### config.mk
export PLATFORM = sky130hd
export DESIGN_NAME = score_tracker_param
export DESIGN_NICKNAME = d
export VERILOG_FILES = /design/src/rtl/score_tracker_param.sv
export SDC_FILE = /design/constraint.sdc
export NUM_CORES = 1
export LEC_CHECK = 0
export BUFFER_PORTS_ARGS = -buffer_cell sky130_fd_sc_hd__buf_2
export CORE_UTILIZATION = 50
export CTS_BUF_LIST = sky130_fd_sc_hd__clkbuf_4 sky130_fd_sc_hd__clkbuf_8 sky130_fd_sc_hd__clkbuf_16
export DETAILED_ROUTE_END_ITERATION = 6
export GPL_ROUTABILITY_DRIVEN = 1
export PLACE_DENSITY = 0.82
export SLEW_MARGIN = 20
export SYNTH_ARGS = -nofsm -noshare
export SYNTH_HDL_FRONTEND = slang
export SYNTH_SLANG_ARGS = --single-unit
### constraint.sdc
create_clock -name clk -period 3.7 [get_ports clk]
set_input_delay 0.555 -clock clk [delete_from_list [all_inputs] [get_ports clk]]
set_output_delay 0.555 -clock clk [all_outputs]
set_load 0.005 [all_outputs]
### src/rtl/score_tracker_param.sv
// Score tracker: game FSM (PLAY/OVER) with high score and sequential BCD display.
// Ports: clk, rst, goodColl, badColl, restart in; current_score, high_score, dispScore, bcd, bcd_valid, isGameComplete out.
module score_tracker_param #(
  parameter int SCORE_W   = 8,
  parameter int MAX_SCORE = 50,
  parameter int DIGITS    = 3,
  parameter int GOOD_PTS  = 1
) (
  input  logic                  clk,
  input  logic                  rst,
  input  logic                  goodColl,
  input  logic                  badColl,
  input  logic                  restart,
  output logic [SCORE_W-1:0]    current_score,
  output logic [SCORE_W-1:0]    high_score,
  output logic [SCORE_W-1:0]    dispScore,
  output logic [4*DIGITS-1:0]   bcd,
  output logic                  bcd_valid,
  output logic                  isGameComplete
);

  localparam int BW = 4 * DIGITS;
  localparam int CW = $clog2(SCORE_W + 1);

  function automatic longint pow10(input int n);
    longint r;
    r = 1;
    for (int i = 0; i < n; i++) r = r * 10;
    return r;
  endfunction

  localparam longint SPAN = longint'(1) << SCORE_W;

  generate
    if (!(GOOD_PTS >= 1 && GOOD_PTS <= MAX_SCORE &&
          longint'(MAX_SCORE) < SPAN &&
          SPAN - 1 <= pow10(DIGITS) - 1)) begin : g_param_err
      $error("score_tracker_param: illegal parameter set");
    end
  endgenerate

  localparam logic [SCORE_W:0]   PTS  = (SCORE_W + 1)'(GOOD_PTS);
  localparam logic [SCORE_W:0]   MAXW = (SCORE_W + 1)'(MAX_SCORE);
  localparam logic [SCORE_W-1:0] MAXV = SCORE_W'(MAX_SCORE);
  localparam logic [CW-1:0]      LAST = CW'(SCORE_W - 1);

  typedef enum logic {PLAY, OVER} game_e;
  typedef enum logic {IDLE, SHIFT} bcd_e;

  // ---------------- game FSM ----------------
  game_e              game_q;
  logic [SCORE_W-1:0] cur_q;
  logic [SCORE_W-1:0] hi_q;
  logic               gprev_q;

  logic               good_edge;
  logic [SCORE_W:0]   sum_d;
  logic [SCORE_W-1:0] score_d;

  assign good_edge = goodColl & ~gprev_q;
  // One extra bit so the sum saturates instead of wrapping.
  assign sum_d     = {1'b0, cur_q} + PTS;
  assign score_d   = (sum_d >= MAXW) ? MAXV : sum_d[SCORE_W-1:0];

  always_ff @(posedge clk) begin
    if (rst) begin
      game_q  <= PLAY;
      cur_q   <= '0;
      hi_q    <= '0;
      // Held high so a level present across reset release is not an edge.
      gprev_q <= 1'b1;
    end else begin
      gprev_q <= goodColl;
      if (restart) begin
        cur_q  <= '0;
        game_q <= PLAY;
      end else if (game_q == PLAY) begin
        if (badColl) begin
          game_q <= OVER;
        end else if (good_edge) begin
          cur_q <= score_d;
          if (score_d == MAXV) game_q <= OVER;
          if (score_d > hi_q) hi_q <= score_d;
        end
      end
    end
  end

  assign current_score  = cur_q;
  assign high_score     = hi_q;
  assign isGameComplete = (game_q == OVER);
  assign dispScore      = (game_q == PLAY) ? cur_q : hi_q;

  // ---------------- BCD converter ----------------
  bcd_e               bst_q;
  logic [SCORE_W-1:0] src_q;
  logic [SCORE_W-1:0] sh_q;
  logic [BW-1:0]      acc_q;
  logic [BW-1:0]      acc_d;
  logic [BW-1:0]      bcd_q;
  logic [CW-1:0]      cnt_q;
  logic               valid_q;

  // One double-dabble step: add-3 correction then shift in next bit.
  function automatic logic [BW-1:0] dd_step(input logic [BW-1:0] a,
                                            input logic b);
    logic [BW-1:0] t;
    t = a;
    for (int i = 0; i < DIGITS; i++) begin
      if (t[4*i +: 4] >= 4'd5) t[4*i +: 4] = t[4*i +: 4] + 4'd3;
    end
    return {t[BW-2:0], b};
  endfunction

  assign acc_d = dd_step(acc_q, sh_q[SCORE_W-1]);

  always_ff @(posedge clk) begin
    if (rst) begin
      bst_q   <= IDLE;
      src_q   <= '0;
      sh_q    <= '0;
      acc_q   <= '0;
      cnt_q   <= '0;
      bcd_q   <= '0;
      valid_q <= 1'b1;
    end else begin
      unique case (bst_q)
        IDLE: begin
          if (dispScore != src_q) begin
            src_q   <= dispScore;
            sh_q    <= dispScore;
            acc_q   <= '0;
            cnt_q   <= '0;
            valid_q <= 1'b0;
            bst_q   <= SHIFT;
          end
        end
        SHIFT: begin
          acc_q <= acc_d;
          sh_q  <= sh_q << 1;
          cnt_q <= cnt_q + 1'b1;
          if (cnt_q == LAST) begin
            bcd_q <= acc_d;
            // Stay low if the source moved mid-conversion; a
            // reconversion follows on the next IDLE cycle.
            valid_q <= (dispScore == src_q);
            bst_q   <= IDLE;
          end
        end
        default: bst_q <= IDLE;
      endcase
    end
  end

  assign bcd       = bcd_q;
  assign bcd_valid = valid_q;

endmodule

==> impl_metrics.ini, run 1 <==
[outcome]
status = finished, final reports clean

[clock_network]
clock-sinks = 64
ctsHoldBuffers = 0
cts_buffers = 9
cts_tree = built
path_clk_slew_ns = 0.07
htree_levels = 3
post_cts_buffers = 0
cts_root_buf = clkbuf_8
clkLatencyLatePin_ns = 0.35
clock_path_buffers = 2

[route]
antenna_left = 0
wirelength_mm = 8.371
drt-initial-drc-count = 153
viasPerCell = 5.969
drtPass1Iterations = 5
drt-wirelength-per-cell_um = 15.39
post-route-drc-count = 0
vias = 3247

[global_routing]
grt_antenna_before_repair = 0
gr-total-overflow = 0
grt_first_pass_wirelength_mm = 13.89
grt_use_total_pct = 24.22
first_global_vias = 3069
grt_max_degree = 44

[sta]
setup_tns_ns = 0
layout_setup_ws_ns = 0.1998
setup-violations-final = 0
finalClockSkew_ns = 0.01074
period_minus_slack_ns = 3.500
finalCritPeriodShare_pct = 94.60
hold_viol = 0
maxSlewHeadroom_pct = 57.75
max_freq_mhz = 285.7
slew_viol_final = 0
worstMarginPinSlew_ns = 0.6329
rsz0062_at_grt = false

[yosys]
synth.distinct_cells = 59
synth_area_mm2 = 0.003467
async_reset_ff_share_pct = 0
synthFlopType = dfxtp_1
yosys_warnings = 0
ys_ff_latch = 64
syn_avg_cell_area_um2 = 8.177
synthCells = 424
synth-edff-count = 0
ys_seq_area_share_pct = 36.95

[critical_path]
crit_path_start_kind = flip-flop
slowest_stage = or4_1
worstSetupPathType = reg2reg
cp-end-kind = flip-flop
cp_slowest_stage_delay_ns = 0.54
crit_family = simple AND/OR/NAND/NOR gates
cp_max_fo = 6
path_buf_inv = 0
crit_chain = ha_1 > xor2_1 > or4_1 > o2111ai_1 > nand2_1 > nor2_1 > ha_1 > and3_1 > a311oi_2 > o21ai_2 > or4_1 > o32ai_1
crit_arrival_ns = 3.76
crit_required_ns = 3.96

[finish]
synthToLayoutAreaGrowth_pct = 13.79
fin_util_pct = 60.40
drive_gt1_share_pct = 17.99
nets = 484
fillers = 586
layout_common_cells = dfxtp_1, nand2_1, buf_2, a21oi_1, inv_1
layout_commonest_cell = dfxtp_1
antenna_cells = 0

[power]
p_per_area_mw_per_mm2 = 388.1
power_leakage_nw = 1.636
ir_worst_vdd_mv = 0.2544
total_power_w = 0.001531

[floorplan]
die_w_um = 85.27
fp.dieH_um = 85.27
rows = 29
initial_core_util_pct = 53.08
ios = 43
core_mm2 = 0.006531
dieArea_mm2 = 0.007271

[placed_design]
gp_congestion = 0.8762
dp_slack_ns = 0.1801
place_hpwl_mm = 6.044
io_buffers = 42

[min_path]
hp-class = in2reg

[run]
maxCapViolations = 0
final timing paths:
check                        start            end  slack (ns)  cells past startpoint
hold / removal            goodColl        gprev_q        0.43                      2
hold reg to reg             bcd[1]         bcd[1]        0.45                      2
setup / recovery  current_score[1]  high_score[0]        0.20                     12
setup reg to reg  current_score[1]  high_score[0]        0.20                     12
flip-flops by register name, summed over array words and instances (netlist names):
name            count
sh_q                8
src_q               8
current_score       8
high_score          8
acc_q              12
bst_q               1
cnt_q               4
isGameComplete      1
bcd                12
bcd_valid           1
gprev_q             1
cell families after synthesis:
group           after synthesis  synth area share, %
fa+ha+maj                    17                6.135
simple gates                162                24.14
mux                          12                3.681
buf+inv                      52                5.955
other cells                   1               0.1082
xor+xnor                     13                3.284
compound gates              103                19.74
flops                        64                36.95
through the flow:
step	cell area, um2	instances	hold WS [ns]
after global routing	3945	544	0.4260
after floorplan	3471	425	0.4428
after CTS	3941	544	0.4224
after global placement	3740	528	0.4400
after detailed placement	3740	528	0.4445
final	3945	544	0.4276
metal layers:
layer  up-vias  GRT usage (%)  routed length [um]
li1       1598              -                   -
met1      1552          30.13                3682
met2        77          39.44                4050
met3        20          5.447                 450
met4         0          12.42                 188
met5         -              0                   0
Yosys cell counts (2+ instances only):
master | number | area, um2
o221ai_1 | 6 | 52.55
nor4_2 | 3 | 37.54
nand4_1 | 12 | 75.07
o211ai_1 | 2 | 15.01
clkbuf_1 | 21 | 78.83
or2_2 | 2 | 12.51
buf_2 | 3 | 15.01
a311oi_1 | 4 | 35.03
nor3b_1 | 3 | 22.52
nand2b_1 | 9 | 56.30
o31ai_1 | 2 | 15.01
a21o_1 | 3 | 22.52
inv_1 | 27 | 101.4
o311ai_0 | 2 | 17.52
nor2b_1 | 3 | 18.77
nor4_1 | 5 | 31.28
nor2_1 | 23 | 86.33
o21ai_1 | 7 | 35.03
nand2_1 | 56 | 210.2
nand3_1 | 15 | 75.07
o32ai_1 | 3 | 26.28
nor3_1 | 8 | 40.04
dfxtp_1 | 64 | 1281
xnor2_1 | 12 | 105.1
a21oi_1 | 32 | 160.2
a211oi_1 | 3 | 22.52
mux2i_1 | 10 | 100.1
o21ai_0 | 17 | 85.08
o21a_1 | 4 | 30.03
nor4b_1 | 2 | 17.52
mux2i_2 | 2 | 27.53
ha_1 | 17 | 212.7
and2_1 | 2 | 12.51
or3_1 | 2 | 12.51
a32oi_1 | 2 | 17.52
and3_1 | 9 | 56.30
or4_1 | 4 | 30.03
a31oi_1 | 2 | 12.51
what timing repair did:
| item | in CTS | in global routing |
|---|---|---|
| endpoints found under the setup margin | 0 | 6 |
| hold endpoints to repair | 0 | 0 |
| resized for setup | 0 | 2 |
power by group:
group	leakage (nW)	internal [W]	switching, W	total (W)
sequential	0.517	0.000706	0.0000201	0.000727
clock	0.103	0.000336	0.000273	0.000609
combinational	1.02	0.0000584	0.000137	0.000196
total	1.64	0.00110	0.000430	0.00153
final cells by class:
class | instances | area (um2) | area share [%]
Tap cell | 77 | 96.34 | 2.442
Timing Repair Buffer | 51 | 277.8 | 7.041
Clock buffer | 11 | 145.1 | 3.679
Sequential cell | 64 | 1282 | 32.51
Inverter | 27 | 101.3 | 2.569
Multi-Input combinational cell | 309 | 1986 | 50.33
Clock inverter | 5 | 56.30 | 1.427
(Power assumes the default switching activity.)
==> inputs of run 2 (changes only) <==
BUFFER_PORTS_ARGS = -buffer_cell sky130_fd_sc_hd__buf_4   (was -buffer_cell sky130_fd_sc_hd__buf_2)
PLACE_DENSITY = unset   (was 0.82)
PLACE_DENSITY_LB_ADDON = 0.3   (was unset)
RECOVER_POWER = 25   (was unset)
==> run 2 against run 1 <==
Critical path depth did not move. Maximum frequency rose by 2.4%. Register-to-register slack improved by 0.08 ns. Non-clock buffer count fell by 2. Sequential share of layout area fell by 1.1 points. Highest routed layer unchanged.
==> impl_metrics.ini, run 2 (synthesized netlist as in run 1, its figures left out) <==
[critical_path]
regToRegSetupSlack_ns = 0.28
crit_arrival_ns = 3.67
crit_required_ns = 3.95
crit_family = simple AND/OR/NAND/NOR gates
crit_path_start_kind = flip-flop
worstSetupPathType = reg2reg
crit_top_cell = or4_1
path_buf_inv = 0
slowest_stage = or4_1
cp_slowest_stage_delay_ns = 0.53
cp_max_fo = 10
cp-end-kind = flip-flop
crit_chain = ha_2 > xor2_1 > or4_1 > o2111ai_1 > nand2_1 > nor2_1 > ha_1 > and3_1 > a311oi_2 > o21ai_2 > or4_1 > o32ai_1

[sta]
finalClockSkew_ns = 0.01230
setup_tns_ns = 0
period_minus_slack_ns = 3.419
hold_viol = 0
max_freq_mhz = 292.5
slew_viol_final = 0
setup-violations-final = 0
maxSlewHeadroom_pct = 55.03
worstMarginPinSlew_ns = 0.6736
layout_setup_ws_ns = 0.2811
finalCritPeriodShare_pct = 92.40
rsz0062_at_grt = false

[finish]
post-route-cell-area_mm2 = 0.004080
synthToLayoutAreaGrowth_pct = 17.68
layout_common_cells = dfxtp_1, nand2_1, a21oi_1, inv_1, buf_4
drive_gt1_share_pct = 17.85
nets = 482
antenna_cells = 0
layout_commonest_cell = dfxtp_1

[floorplan]
core_mm2 = 0.006531
fp.dieH_um = 85.27
ios = 43
die_w_um = 85.27
dieArea_mm2 = 0.007271
initial_core_util_pct = 53.08
rows = 29

[min_path]
hp-class = in2reg

[clock_network]
clkLatencyLatePin_ns = 0.35
htree_levels = 3
cts_tree = built
post_cts_buffers = 0
cts_buffers = 9
ctsHoldBuffers = 0
cts_resized = 0
clock-sinks = 64
path_clk_slew_ns = 0.07
cts_root_buf = clkbuf_8
clock_path_buffers = 2

[global_routing]
grt_antenna_before_repair = 0
grt_first_pass_wirelength_mm = 14.03
first_global_vias = 2960
grt_use_total_pct = 24.41
gr-total-overflow = 0
grt_max_degree = 45

[route]
post-route-drc-count = 0
drtPass1Iterations = 5
drt-wirelength-per-cell_um = 15.70
viasPerCell = 5.928
drt-initial-drc-count = 221
vias = 3213
wirelength_mm = 8.509
antenna_left = 0

[outcome]
status = finished, final reports clean

[power]
power_leakage_nw = 1.628
total_power_w = 0.001664
ir_worst_vdd_mv = 0.2811
p_per_area_mw_per_mm2 = 407.9

[placed_design]
dp_slack_ns = 0.2027
dpl_cell_area_mm2 = 0.003830
place_hpwl_mm = 6.033
gp_congestion = 0.8742
io_buffers = 42

[run]
maxCapViolations = 0
==> run 2: changes by cell type in the layout (fill, tap and decap cells not counted), sizes merged <==
cell / previous run / this run
clkbuf: 11 / 32
buf: 51 / 26
bufinv: 1 / 3
==> run 2: worst paths after layout <==
path	startpoint	cells past startpoint	endpoint
min reg2reg	bcd[11]	2	bcd[11]
max	current_score[0]	12	high_score[0]
min	goodColl	2	gprev_q
max reg2reg	current_score[0]	12	high_score[0]
==> run 2: cell type report <==
type / count / area, um2
inverter: 27 / 101.3
clock inverter: 7 / 120.1
sequential: 64 / 1282
tap: 77 / 96.34
multi-input combinational: 309 / 1988
timing repair buffer: 49 / 367.9
fill: 592 / 2451
clock buffer: 9 / 123.9
==> run 2: metrics by stage <==
| stage | hold slack (ns) | util [%] | cells |
|---|---|---|---|
| after CTS | 0.4095 | 62.38 | 542 |
| after floorplan | 0.4428 | - | 425 |
| after global routing | 0.4156 | 62.47 | 542 |
| final | 0.4131 | 62.47 | 542 |
| after global placement | 0.4426 | 58.64 | 526 |
| after detailed placement | 0.4479 | 58.64 | 526 |
==> run 2: worst register-to-register path, cell delays in order (launching register included) <==
cell,delay (ns)
dfxtp_2,0.43
ha_2,0.26
xor2_1,0.14
or4_1,0.53
o2111ai_1,0.26
nand2_1,0.13
nor2_1,0.14
ha_1,0.25
and3_1,0.21
a311oi_2,0.31
o21ai_2,0.13
or4_1,0.40
o32ai_1,0.13
==> run 2: where the power goes <==
| group | total (W) | internal (W) | switching, W |
|---|---|---|---|
| Combinational | 0.000197 | 0.0000614 | 0.000136 |
| Clock | 0.000735 | 0.000448 | 0.000287 |
| Sequential | 0.000732 | 0.000706 | 0.0000259 |
| Total | 0.00166 | 0.00122 | 0.000448 |
==> run 2: routing by layer <==
layer / track usage [%] / up-vias / share of wire (%)
li1: - / 1595 / -
met1: 32.85 / 1532 / 48
met2: 38.64 / 79 / 46
met3: 5.058 / 7 / 5.1
met4: 9.242 / 0 / 1.0
met5: 0 / - / 0
==> inputs of run 3 (changes only) <==
MAX_ROUTING_LAYER = met4   (was unset)
==> run 3 against run 2 <==
Final cell count unchanged. Via count down 0.93%. Maximum frequency up 0.11%. Die area unchanged. Combinational power about the same. Register-to-register slack about the same. Critical path type unchanged. Largest power group unchanged.
==> impl_metrics.ini, run 3 (synthesized netlist as in run 1, its figures left out) <==
[critical_path]
worstSetupPathType = reg2reg
reg2reg_depth = 12
crit_top_cell = or4_1
crit_chain = ha_2 > xor2_1 > or4_1 > o2111ai_1 > nand2_1 > nor2_1 > ha_1 > and3_1 > a311oi_2 > o21ai_2 > or4_1 > o32ai_1
cp_slowest_stage_delay_ns = 0.53
regToRegSetupSlack_ns = 0.28
worstReg2RegStart = current_score[0]
cp_max_fo = 10
cp-end-kind = flip-flop
crit_path_start_kind = flip-flop
path_buf_inv = 0
crit_arrival_ns = 3.67
rr_endpoint = high_score[0]
crit_family = simple AND/OR/NAND/NOR gates
slowest_stage = or4_1
crit_required_ns = 3.95

[finish]
layout_common_cells = dfxtp_1, nand2_1, a21oi_1, inv_1, buf_4
fin_cells = 542
synthToLayoutAreaGrowth_pct = 17.68
drive_gt1_share_pct = 17.85
nets = 482
antenna_cells = 0
layout_commonest_cell = dfxtp_1

[floorplan]
initial_core_util_pct = 53.08
fp.dieH_um = 85.27
die_w_um = 85.27
ios = 43
dieArea_mm2 = 0.007271
core_mm2 = 0.006531
rows = 29

[sta]
finalClockSkew_ns = 0.01248
maxSlewHeadroom_pct = 54.85
hold_viol = 0
worstMarginPinSlew_ns = 0.6763
rsz0062_at_grt = false
finalHoldWorstSlack_ns = 0.4132
slew_viol_final = 0
max_freq_mhz = 292.8
setup_tns_ns = 0
setup-violations-final = 0
finalCritPeriodShare_pct = 92.30
period_minus_slack_ns = 3.415

[min_path]
hold_end = gprev_q
min_from = goodColl
hold_depth = 2
hp-class = in2reg

[clock_network]
htree_levels = 3
path_clk_slew_ns = 0.07
clock_path_buffers = 2
clkLatencyLatePin_ns = 0.35
post_cts_buffers = 0
cts_root_buf = clkbuf_8
cts_tree = built
clock-sinks = 64
cts_buffers = 9

[global_routing]
grt_use_total_pct = 25.13
grt_first_pass_wirelength_mm = 14.03
gr-total-overflow = 0
grt_max_degree = 45
first_global_vias = 2961
grt_antenna_before_repair = 0

[placed_design]
gp_congestion = 0.8886
io_buffers = 42
place_hpwl_mm = 6.033
place_inst = 526

[route]
wirelength_mm = 8.507
post-route-drc-count = 0
vias = 3183
antenna_left = 0
drt-wirelength-per-cell_um = 15.70
drtPass1Iterations = 4
viasPerCell = 5.873
drt-initial-drc-count = 248

[outcome]
status = finished, final reports clean

[power]
p_per_area_mw_per_mm2 = 408.3
power_leakage_nw = 1.628
ir_worst_vdd_mv = 0.2803

[run]
maxCapViolations = 0
[run 3: cell counts in the layout (fill, tap and decap cells not counted)]
Identical to the previous run, type by type.
[run 3: power breakdown]
| part | leakage, nW | internal (W) | switching [W] |
|---|---|---|---|
| registers | 0.517 | 0.000706 | 0.0000259 |
| clock network | 0.119 | 0.000448 | 0.000288 |
| logic | 0.992 | 0.0000614 | 0.000136 |
[run 3: area by class of cell]
type | count | area (um2)
fill | 592 | 2451
multi-input combinational | 309 | 1988
sequential | 64 | 1282
timing repair buffer | 49 | 367.9
clock buffer | 9 | 123.9
clock inverter | 7 | 120.1
inverter | 27 | 101.3
tap | 77 | 96.34
[run 3: what timing repair did]
action,4_1_cts,5_1_grt
setup endpoints to repair,0,8
hold buffers,0,0
resized for setup,0,3
[run 3: routing by layer]
metal / vias up / GRT usage [%] / part of all wire [%]
li1: 1592 / - / -
met1: 1509 / 33.03 / 47
met2: 75 / 38.56 / 46
met3: 7 / 3.599 / 5.4
met4: 0 / 11.06 / 1.0
met5: - / - / 0
[run 3: how the worst max path moves through the flow]
stage                     depth (start not counted)       endpoint             start  slack, ns
after floorplan                                  12  high_score[0]  current_score[0]       0.46
after global placement                           12  high_score[1]  current_score[0]       0.32
after detailed placement                         12  high_score[1]  current_score[0]       0.20
after CTS                                        12  high_score[1]  current_score[0]       0.18
after global routing                             13  high_score[0]  current_score[1]       0.02
final                                            12  high_score[0]  current_score[0]       0.28
[run 3: stage by stage]
stage                     area (um2)  util, %  setup WS (ns)  total power, W
final                           4080    62.47         0.2849        0.001666
after global routing            4080    62.47        0.02110        0.001723
after CTS                       4074    62.38         0.1781        0.001671
after detailed placement        3830    58.64         0.2027       0.0009397
after global placement          3830    58.64         0.3183       0.0009371
after floorplan                 3471        -         0.4643       0.0008771
